<file path="src/rtl/mem_arbiter_pkg.sv">
// Shared types and constants for the fetch/data memory arbiter.
// Data and address width reuse the core's INSTRUCTION_SIZE.
package mem_arbiter_pkg;

   localparam int INSTRUCTION_SIZE = 32;
   localparam int STARVE_W         = 4;
   localparam logic [STARVE_W-1:0] STARVE_SAT = 4'd15;

   typedef enum logic [1:0] {
      ST_IDLE = 2'd0,
      ST_REQ  = 2'd1,
      ST_RESP = 2'd2
   } arb_state_t;

   typedef enum logic {
      OWN_FETCH = 1'b0,
      OWN_DATA  = 1'b1
   } owner_t;

   // Saturating increment so a long data burst cannot wrap the counter.
   function automatic logic [STARVE_W-1:0] starve_inc(input logic [STARVE_W-1:0] cnt);
      return (cnt == STARVE_SAT) ? cnt : cnt + 4'd1;
   endfunction

endpackage

</file>
<file path="src/rtl/mem_arbiter_if.sv">
// Bundle of the fetch port, data port and shared-memory port of the arbiter.
// The slave modport is the arbiter's view; master is the surrounding system's view.
interface mem_arbiter_if;
   import mem_arbiter_pkg::*;

   logic                        if_req;
   logic [INSTRUCTION_SIZE-1:0] if_addr;
   logic                        if_gnt;
   logic                        if_rvalid;
   logic [INSTRUCTION_SIZE-1:0] if_rdata;

   logic                        d_req;
   logic                        d_we;
   logic [INSTRUCTION_SIZE-1:0] d_addr;
   logic [INSTRUCTION_SIZE-1:0] d_wdata;
   logic [3:0]                  d_be;
   logic                        d_gnt;
   logic                        d_rvalid;
   logic [INSTRUCTION_SIZE-1:0] d_rdata;

   logic                        mem_req;
   logic                        mem_we;
   logic [INSTRUCTION_SIZE-1:0] mem_addr;
   logic [INSTRUCTION_SIZE-1:0] mem_wdata;
   logic [3:0]                  mem_be;
   logic                        mem_ready;
   logic                        mem_rvalid;
   logic [INSTRUCTION_SIZE-1:0] mem_rdata;

   logic                        busy;

   modport slave (
      input  if_req, if_addr,
      output if_gnt, if_rvalid, if_rdata,
      input  d_req, d_we, d_addr, d_wdata, d_be,
      output d_gnt, d_rvalid, d_rdata,
      output mem_req, mem_we, mem_addr, mem_wdata, mem_be,
      input  mem_ready, mem_rvalid, mem_rdata,
      output busy
   );

   modport master (
      output if_req, if_addr,
      input  if_gnt, if_rvalid, if_rdata,
      output d_req, d_we, d_addr, d_wdata, d_be,
      input  d_gnt, d_rvalid, d_rdata,
      input  mem_req, mem_we, mem_addr, mem_wdata, mem_be,
      output mem_ready, mem_rvalid, mem_rdata,
      input  busy
   );

endinterface

</file>
<file path="src/rtl/mem_arbiter.sv">
// Two-port (fetch/data) arbiter onto a single-port memory, one transaction in flight.
// Data has priority; fetch wins after STARVE_MAX consecutive losses.
module mem_arbiter
   import mem_arbiter_pkg::*;
#(
   parameter int STARVE_MAX = 3
) (
   input  logic         clk,
   input  logic         rst,
   mem_arbiter_if.slave bus
);

   localparam logic [STARVE_W-1:0] STARVE_LIM = 4'(STARVE_MAX);

   arb_state_t                  state_r;
   owner_t                      owner_r;
   logic [STARVE_W-1:0]         starve_r;
   logic                        mem_req_r;
   logic                        mem_we_r;
   logic [INSTRUCTION_SIZE-1:0] mem_addr_r;
   logic [INSTRUCTION_SIZE-1:0] mem_wdata_r;
   logic [3:0]                  mem_be_r;
   logic                        if_rvalid_r;
   logic [INSTRUCTION_SIZE-1:0] if_rdata_r;
   logic                        d_rvalid_r;
   logic [INSTRUCTION_SIZE-1:0] d_rdata_r;

   logic idle_s;
   logic both_s;
   logic fetch_win_s;
   logic data_win_s;

   // Winner selection among current requesters
   always_comb begin
      idle_s      = (state_r == ST_IDLE);
      both_s      = bus.if_req & bus.d_req;
      fetch_win_s = bus.if_req & (~bus.d_req | (starve_r == STARVE_LIM));
      data_win_s  = bus.d_req & ~fetch_win_s;
   end

   // Grants are gated by reset so every output is low while rst is asserted
   assign bus.if_gnt = rst & idle_s & fetch_win_s;
   assign bus.d_gnt  = rst & idle_s & data_win_s;

   // Arbitration FSM with registered memory-side and response outputs
   always_ff @(posedge clk or negedge rst) begin
      if (!rst) begin
         state_r     <= ST_IDLE;
         owner_r     <= OWN_FETCH;
         starve_r    <= 4'd0;
         mem_req_r   <= 1'b0;
         mem_we_r    <= 1'b0;
         mem_addr_r  <= 32'd0;
         mem_wdata_r <= 32'd0;
         mem_be_r    <= 4'd0;
         if_rvalid_r <= 1'b0;
         if_rdata_r  <= 32'd0;
         d_rvalid_r  <= 1'b0;
         d_rdata_r   <= 32'd0;
      end else begin
         if_rvalid_r <= 1'b0;
         d_rvalid_r  <= 1'b0;
         case (state_r)
            ST_IDLE: begin
               if (fetch_win_s) begin
                  state_r     <= ST_REQ;
                  owner_r     <= OWN_FETCH;
                  starve_r    <= 4'd0;
                  mem_req_r   <= 1'b1;
                  mem_we_r    <= 1'b0;
                  mem_addr_r  <= bus.if_addr;
                  mem_wdata_r <= 32'd0;
                  mem_be_r    <= 4'hF;
               end else if (data_win_s) begin
                  state_r     <= ST_REQ;
                  owner_r     <= OWN_DATA;
                  mem_req_r   <= 1'b1;
                  mem_we_r    <= bus.d_we;
                  mem_addr_r  <= bus.d_addr;
                  mem_wdata_r <= bus.d_wdata;
                  mem_be_r    <= bus.d_be;
                  if (both_s) begin
                     starve_r <= starve_inc(starve_r);
                  end
               end
            end
            ST_REQ: begin
               if (bus.mem_ready) begin
                  state_r   <= ST_RESP;
                  mem_req_r <= 1'b0;
               end
            end
            ST_RESP: begin
               if (bus.mem_rvalid) begin
                  state_r <= ST_IDLE;
                  if (owner_r == OWN_FETCH) begin
                     if_rvalid_r <= 1'b1;
                     if_rdata_r  <= bus.mem_rdata;
                  end else begin
                     d_rvalid_r <= 1'b1;
                     d_rdata_r  <= mem_we_r ? 32'd0 : bus.mem_rdata;
                  end
               end
            end
            default: begin
               state_r   <= ST_IDLE;
               mem_req_r <= 1'b0;
            end
         endcase
      end
   end

   assign bus.mem_req   = mem_req_r;
   assign bus.mem_we    = mem_we_r;
   assign bus.mem_addr  = mem_addr_r;
   assign bus.mem_wdata = mem_wdata_r;
   assign bus.mem_be    = mem_be_r;
   assign bus.if_rvalid = if_rvalid_r;
   assign bus.if_rdata  = if_rdata_r;
   assign bus.d_rvalid  = d_rvalid_r;
   assign bus.d_rdata   = d_rdata_r;
   assign bus.busy      = (state_r != ST_IDLE);

endmodule

</file>
<file path="src/flat_wrapper.sv">
// flat-port wrapper written by rule: the top's interface ports become plain ports
module mem_arbiter_flat import mem_arbiter_pkg::*;
#(
   parameter int STARVE_MAX = 3
)
  (clk, rst, bus_if_req, bus_if_addr, bus_if_gnt, bus_if_rvalid, bus_if_rdata, bus_d_req, bus_d_we, bus_d_addr, bus_d_wdata, bus_d_be, bus_d_gnt, bus_d_rvalid, bus_d_rdata, bus_mem_req, bus_mem_we, bus_mem_addr, bus_mem_wdata, bus_mem_be, bus_mem_ready, bus_mem_rvalid, bus_mem_rdata, bus_busy);
  mem_arbiter_if bus_i ();
  input  logic clk;
  input  logic rst;
  input wire logic [$bits(bus_i.if_req)-1:0] bus_if_req;
  input wire logic [$bits(bus_i.if_addr)-1:0] bus_if_addr;
  output wire logic [$bits(bus_i.if_gnt)-1:0] bus_if_gnt;
  output wire logic [$bits(bus_i.if_rvalid)-1:0] bus_if_rvalid;
  output wire logic [$bits(bus_i.if_rdata)-1:0] bus_if_rdata;
  input wire logic [$bits(bus_i.d_req)-1:0] bus_d_req;
  input wire logic [$bits(bus_i.d_we)-1:0] bus_d_we;
  input wire logic [$bits(bus_i.d_addr)-1:0] bus_d_addr;
  input wire logic [$bits(bus_i.d_wdata)-1:0] bus_d_wdata;
  input wire logic [$bits(bus_i.d_be)-1:0] bus_d_be;
  output wire logic [$bits(bus_i.d_gnt)-1:0] bus_d_gnt;
  output wire logic [$bits(bus_i.d_rvalid)-1:0] bus_d_rvalid;
  output wire logic [$bits(bus_i.d_rdata)-1:0] bus_d_rdata;
  output wire logic [$bits(bus_i.mem_req)-1:0] bus_mem_req;
  output wire logic [$bits(bus_i.mem_we)-1:0] bus_mem_we;
  output wire logic [$bits(bus_i.mem_addr)-1:0] bus_mem_addr;
  output wire logic [$bits(bus_i.mem_wdata)-1:0] bus_mem_wdata;
  output wire logic [$bits(bus_i.mem_be)-1:0] bus_mem_be;
  input wire logic [$bits(bus_i.mem_ready)-1:0] bus_mem_ready;
  input wire logic [$bits(bus_i.mem_rvalid)-1:0] bus_mem_rvalid;
  input wire logic [$bits(bus_i.mem_rdata)-1:0] bus_mem_rdata;
  output wire logic [$bits(bus_i.busy)-1:0] bus_busy;
  assign bus_i.if_req = bus_if_req;
  assign bus_i.if_addr = bus_if_addr;
  assign bus_if_gnt = bus_i.if_gnt;
  assign bus_if_rvalid = bus_i.if_rvalid;
  assign bus_if_rdata = bus_i.if_rdata;
  assign bus_i.d_req = bus_d_req;
  assign bus_i.d_we = bus_d_we;
  assign bus_i.d_addr = bus_d_addr;
  assign bus_i.d_wdata = bus_d_wdata;
  assign bus_i.d_be = bus_d_be;
  assign bus_d_gnt = bus_i.d_gnt;
  assign bus_d_rvalid = bus_i.d_rvalid;
  assign bus_d_rdata = bus_i.d_rdata;
  assign bus_mem_req = bus_i.mem_req;
  assign bus_mem_we = bus_i.mem_we;
  assign bus_mem_addr = bus_i.mem_addr;
  assign bus_mem_wdata = bus_i.mem_wdata;
  assign bus_mem_be = bus_i.mem_be;
  assign bus_i.mem_ready = bus_mem_ready;
  assign bus_i.mem_rvalid = bus_mem_rvalid;
  assign bus_i.mem_rdata = bus_mem_rdata;
  assign bus_busy = bus_i.busy;
  mem_arbiter #(.STARVE_MAX(STARVE_MAX)) u_core (.clk(clk), .rst(rst), .bus(bus_i));
endmodule
</file>
<file path="config.mk">
export PLATFORM = sky130hd
export DESIGN_NAME = mem_arbiter_flat
export DESIGN_NICKNAME = d
export VERILOG_FILES = /design/src/rtl/mem_arbiter_pkg.sv /design/src/rtl/mem_arbiter_if.sv /design/src/rtl/mem_arbiter.sv /design/src/flat_wrapper.sv
export SDC_FILE = /design/constraint.sdc
export NUM_CORES = 1
export LEC_CHECK = 0
export ABC_AREA = 1
export BUFFER_PORTS_ARGS = -buffer_cell sky130_fd_sc_hd__buf_2
export CORE_ASPECT_RATIO = 1.2
export CORE_MARGIN = 2
export CORE_UTILIZATION = 47
export DETAILED_ROUTE_END_ITERATION = 16
export GPL_ROUTABILITY_DRIVEN = 0
export PLACE_DENSITY = 0.78
export SLEW_MARGIN = 20
export SYNTH_ARGS = -nofsm -noshare
export SYNTH_HDL_FRONTEND = slang
export SYNTH_SLANG_ARGS = --single-unit
</file>
<file path="constraint.sdc">
create_clock -name clk -period 4.23 [get_ports clk]
set_input_delay 0.6345 -clock clk [delete_from_list [all_inputs] [get_ports clk]]
set_output_delay 0.6345 -clock clk [all_outputs]
set_load 0.005 [all_outputs]
</file>
==> results.md <==
* RR Startpoint: u_core.starve_r[0]
* Final core occ at 63.8%
* Layout cells sized above 1 at 31.1%
* Crit. Startpoint: u_core.starve_r[0]
* DRT Wirelength at 17,600 um
* CTS tree: yes
* IO Port Bufs at 277
* R2r setup slk at 1630 ps
* CP max FO at 33
* Die Wd at 109 um
* Core area at 13,100 um^2
* Initial antenna violation count at 1
* Final period utilization at 67.5%
* Detailed router's first-iteration violation count at 306
* Worst VDD drop at 0.347 mV
* Ports at 278
* Nets at 1,174
* PD cells at 720 nW/um^2
* CP endpoint: bus_d_gnt
* Max Cap Viol at 0
* Clock-pin slew on the worst setup and hold paths at 60 ps
* Status: finished clean
* Via count at 5,887
* Max H-tree Level at 4
* Number of buffers created by CTS at 17
* Sum Neg Setup Slack at 0 ps
* Grt total ovfl at 0
* Min cycle time layout at 2860 ps
* Slew @ Worst Pin at 1030 ps
* CTS Root Cell: clkbuf_16
* Library cells used by synthesis at 20
* Critical path launch point type: register
* Final Instance Area at 8330 um^2
* First-pass GRT wire length at 27,000 um
* Leakage at 4.94 nW
* HPWL after DPL at 12,100 um
* Antenna viol nets, final at 0
* CP bufs+invs at 2
* Antenna diodes at 0
* Worst Path Arrival at 2220 ps
* CP max-delay cell: nand2_2
* Core Rows at 46
* Synth Cell Area at 6230 um^2
* R2R cell count at 9
* Final hold vios at 0
* Worst-skew pair later-pin latency at 410 ps
* Longest Clk Path Bufs at 2
* Cts repair resizes at 0
* Crit path kind: reg -> out
* Area after DPL at 7710 um^2
* Post-CTS setup repair buffer count at 0
* Clock sinks at 143
* Highest clock rate at 350 MHz
* WL per Instance at 14.5 um
* Relative slew margins at 30.6%
* FF+latch count, synth at 143
* Initial Utilization at 47.7%
* Reg-to-reg endpoint: u_core.bus.mem_be[0]
* Hold Path Class: in -> async
* Skew final at 12.1 ps
* CP dominant cell by count: nand2_1
* Post-DR vias/cell at 4.85
* Syn Nets at 913
* CP peak stage delay at 420 ps
* Sequential share of the synthesized area at 57.4%
* CP endpoint kind: primary output
* Syn Area/Cell at 8.06 um^2
* Most frequent cells in the layout: nand2_1 (278), buf_2 (276), dfrtp_1 (143), nand3_1 (137), inv_1 (104)
* Gate count of the mapped netlist at 773
* Unrepaired setup endpoints after global routing: false
* Commonest non-fill, non-tap cell in the layout: nand2_1
* Drt first pass iters at 5
* Critical path required time at 3600 ps
* Ys Warns at 0
* DRC viols at 0
* Cell Chain, Critical Path: ha_1, nand2_1, nand2_1, buf_4, nand2_2, nand2_1, nor2_1, buf_2
* Hold_buf cts at 0
* Pin count of the biggest net entering global routing at 76
* Filler Cells Inserted at 1,132
* DIE AREA at 14,200 um^2
* Vias in the first global route at 5,545
* Max-slew violations at 0
* Delay-heaviest family, CP: simple AND/OR/NAND/NOR gates
* GRT Total Usage at 24.5%
* Critical path depth in cells at 8
* Die Height at 130 um
* Setup-failing EPs final at 0
* Synth-to-Final Area Change at 33.6%
[layout make-up]
type,instances,area (um^2),area share [%]
sequential,143,3580,43.0
multi-input combinational,477,2050,24.7
timing repair buffer,285,1450,17.4
clock buffer,18,439,5.27
inverter,110,414,4.97
tap,168,210,2.52
clock inverter,14,180,2.16
[sequential cells by signal, summed over array words and instances (netlist names)]
register	flops
u_core.bus.d_rdata	32
u_core.bus.if_rdata	32
u_core.bus.mem_we	1
u_core.bus.mem_addr	32
u_core.state_r	2
u_core.starve_r	4
u_core.bus.mem_be	4
u_core.owner_r	1
u_core.bus.mem_wdata	32
u_core.bus.d_rvalid	1
u_core.bus.mem_req	1
u_core.bus.if_rvalid	1
[stage by stage]
step           power [mW]  hold slack (ps)  cells  worst slack, ps
2_1_floorplan        3.44              339    773             2310
3_3_place_gp         4.41              453   1183             1580
3_5_place_dp         4.48              458   1183             1550
4_1_cts              6.05              241   1215             1350
5_1_grt              6.46              259   1215             1140
6_report             6.00              205   1215             1370
[synth_stat cells]
cell,instances,area share [%]
a21oi_1,1,0.080
a21oi_2,1,0.14
a21oi_4,1,0.26
buf_1,1,0.060
buf_2,24,1.9
clkbuf_1,18,1.1
dfrtp_1,143,57
ha_1,1,0.20
inv_1,105,6.3
inv_2,5,0.30
nand2_1,278,17
nand2_2,1,0.10
nand3_1,137,11
nand3b_1,1,0.12
nand4_1,1,0.10
nor2_1,17,1.0
nor3_1,1,0.080
o21ai_0,34,2.7
o21ai_1,2,0.16
xor2_1,1,0.14
[worst reg2reg max path: cells and delay by family, from the launching register on]
kind / cells / cell delay (ps)
flip-flops: 1 / 410
buffers and inverters: 2 / 750
AND/OR/NAND/NOR: 6 / 1100
adder cells (fa/ha/maj): 1 / 250
[worst min path at each step]
stage / startpoint / to / cells after the start
final: rst / u_core.bus.mem_addr[16] / 1
after global routing: rst / u_core.bus.mem_addr[15] / 1
after detailed placement: u_core.bus.mem_req / u_core.bus.mem_req / 2
after global placement: u_core.bus.mem_req / u_core.bus.mem_req / 2
after CTS: rst / u_core.bus.mem_addr[16] / 1
after floorplan: rst / u_core.bus.d_rdata[0] / 0
[where the power goes]
group	internal (mW)	total [mW]	switching, mW	leakage (nW)
Combinational	0.857	2.08	1.22	2.86
Clock	0.953	1.55	0.595	0.297
Sequential	2.01	2.37	0.362	1.77
Total	3.82	6.00	2.18	4.94
[per-layer routing]
metal / GRT usage, % / routed length, um
met5: 0 / 0
met4: 10.1 / 431
met3: 6.29 / 1350
met1: 30.6 / 7310
met2: 40.4 / 8500
[cells by family after synthesis]
group | count (synthesis) | share of synthesized area, %
adder cells (fa/ha/maj) | 1 | 0.201
AO/OA/AOI/OAI | 39 | 3.37
flip-flops | 143 | 57.4
XOR/XNOR | 1 | 0.141
AND/OR/NAND/NOR | 436 | 29.2
buffers and inverters | 153 | 9.70
Note: power is estimated with default switching activity, not from simulation.
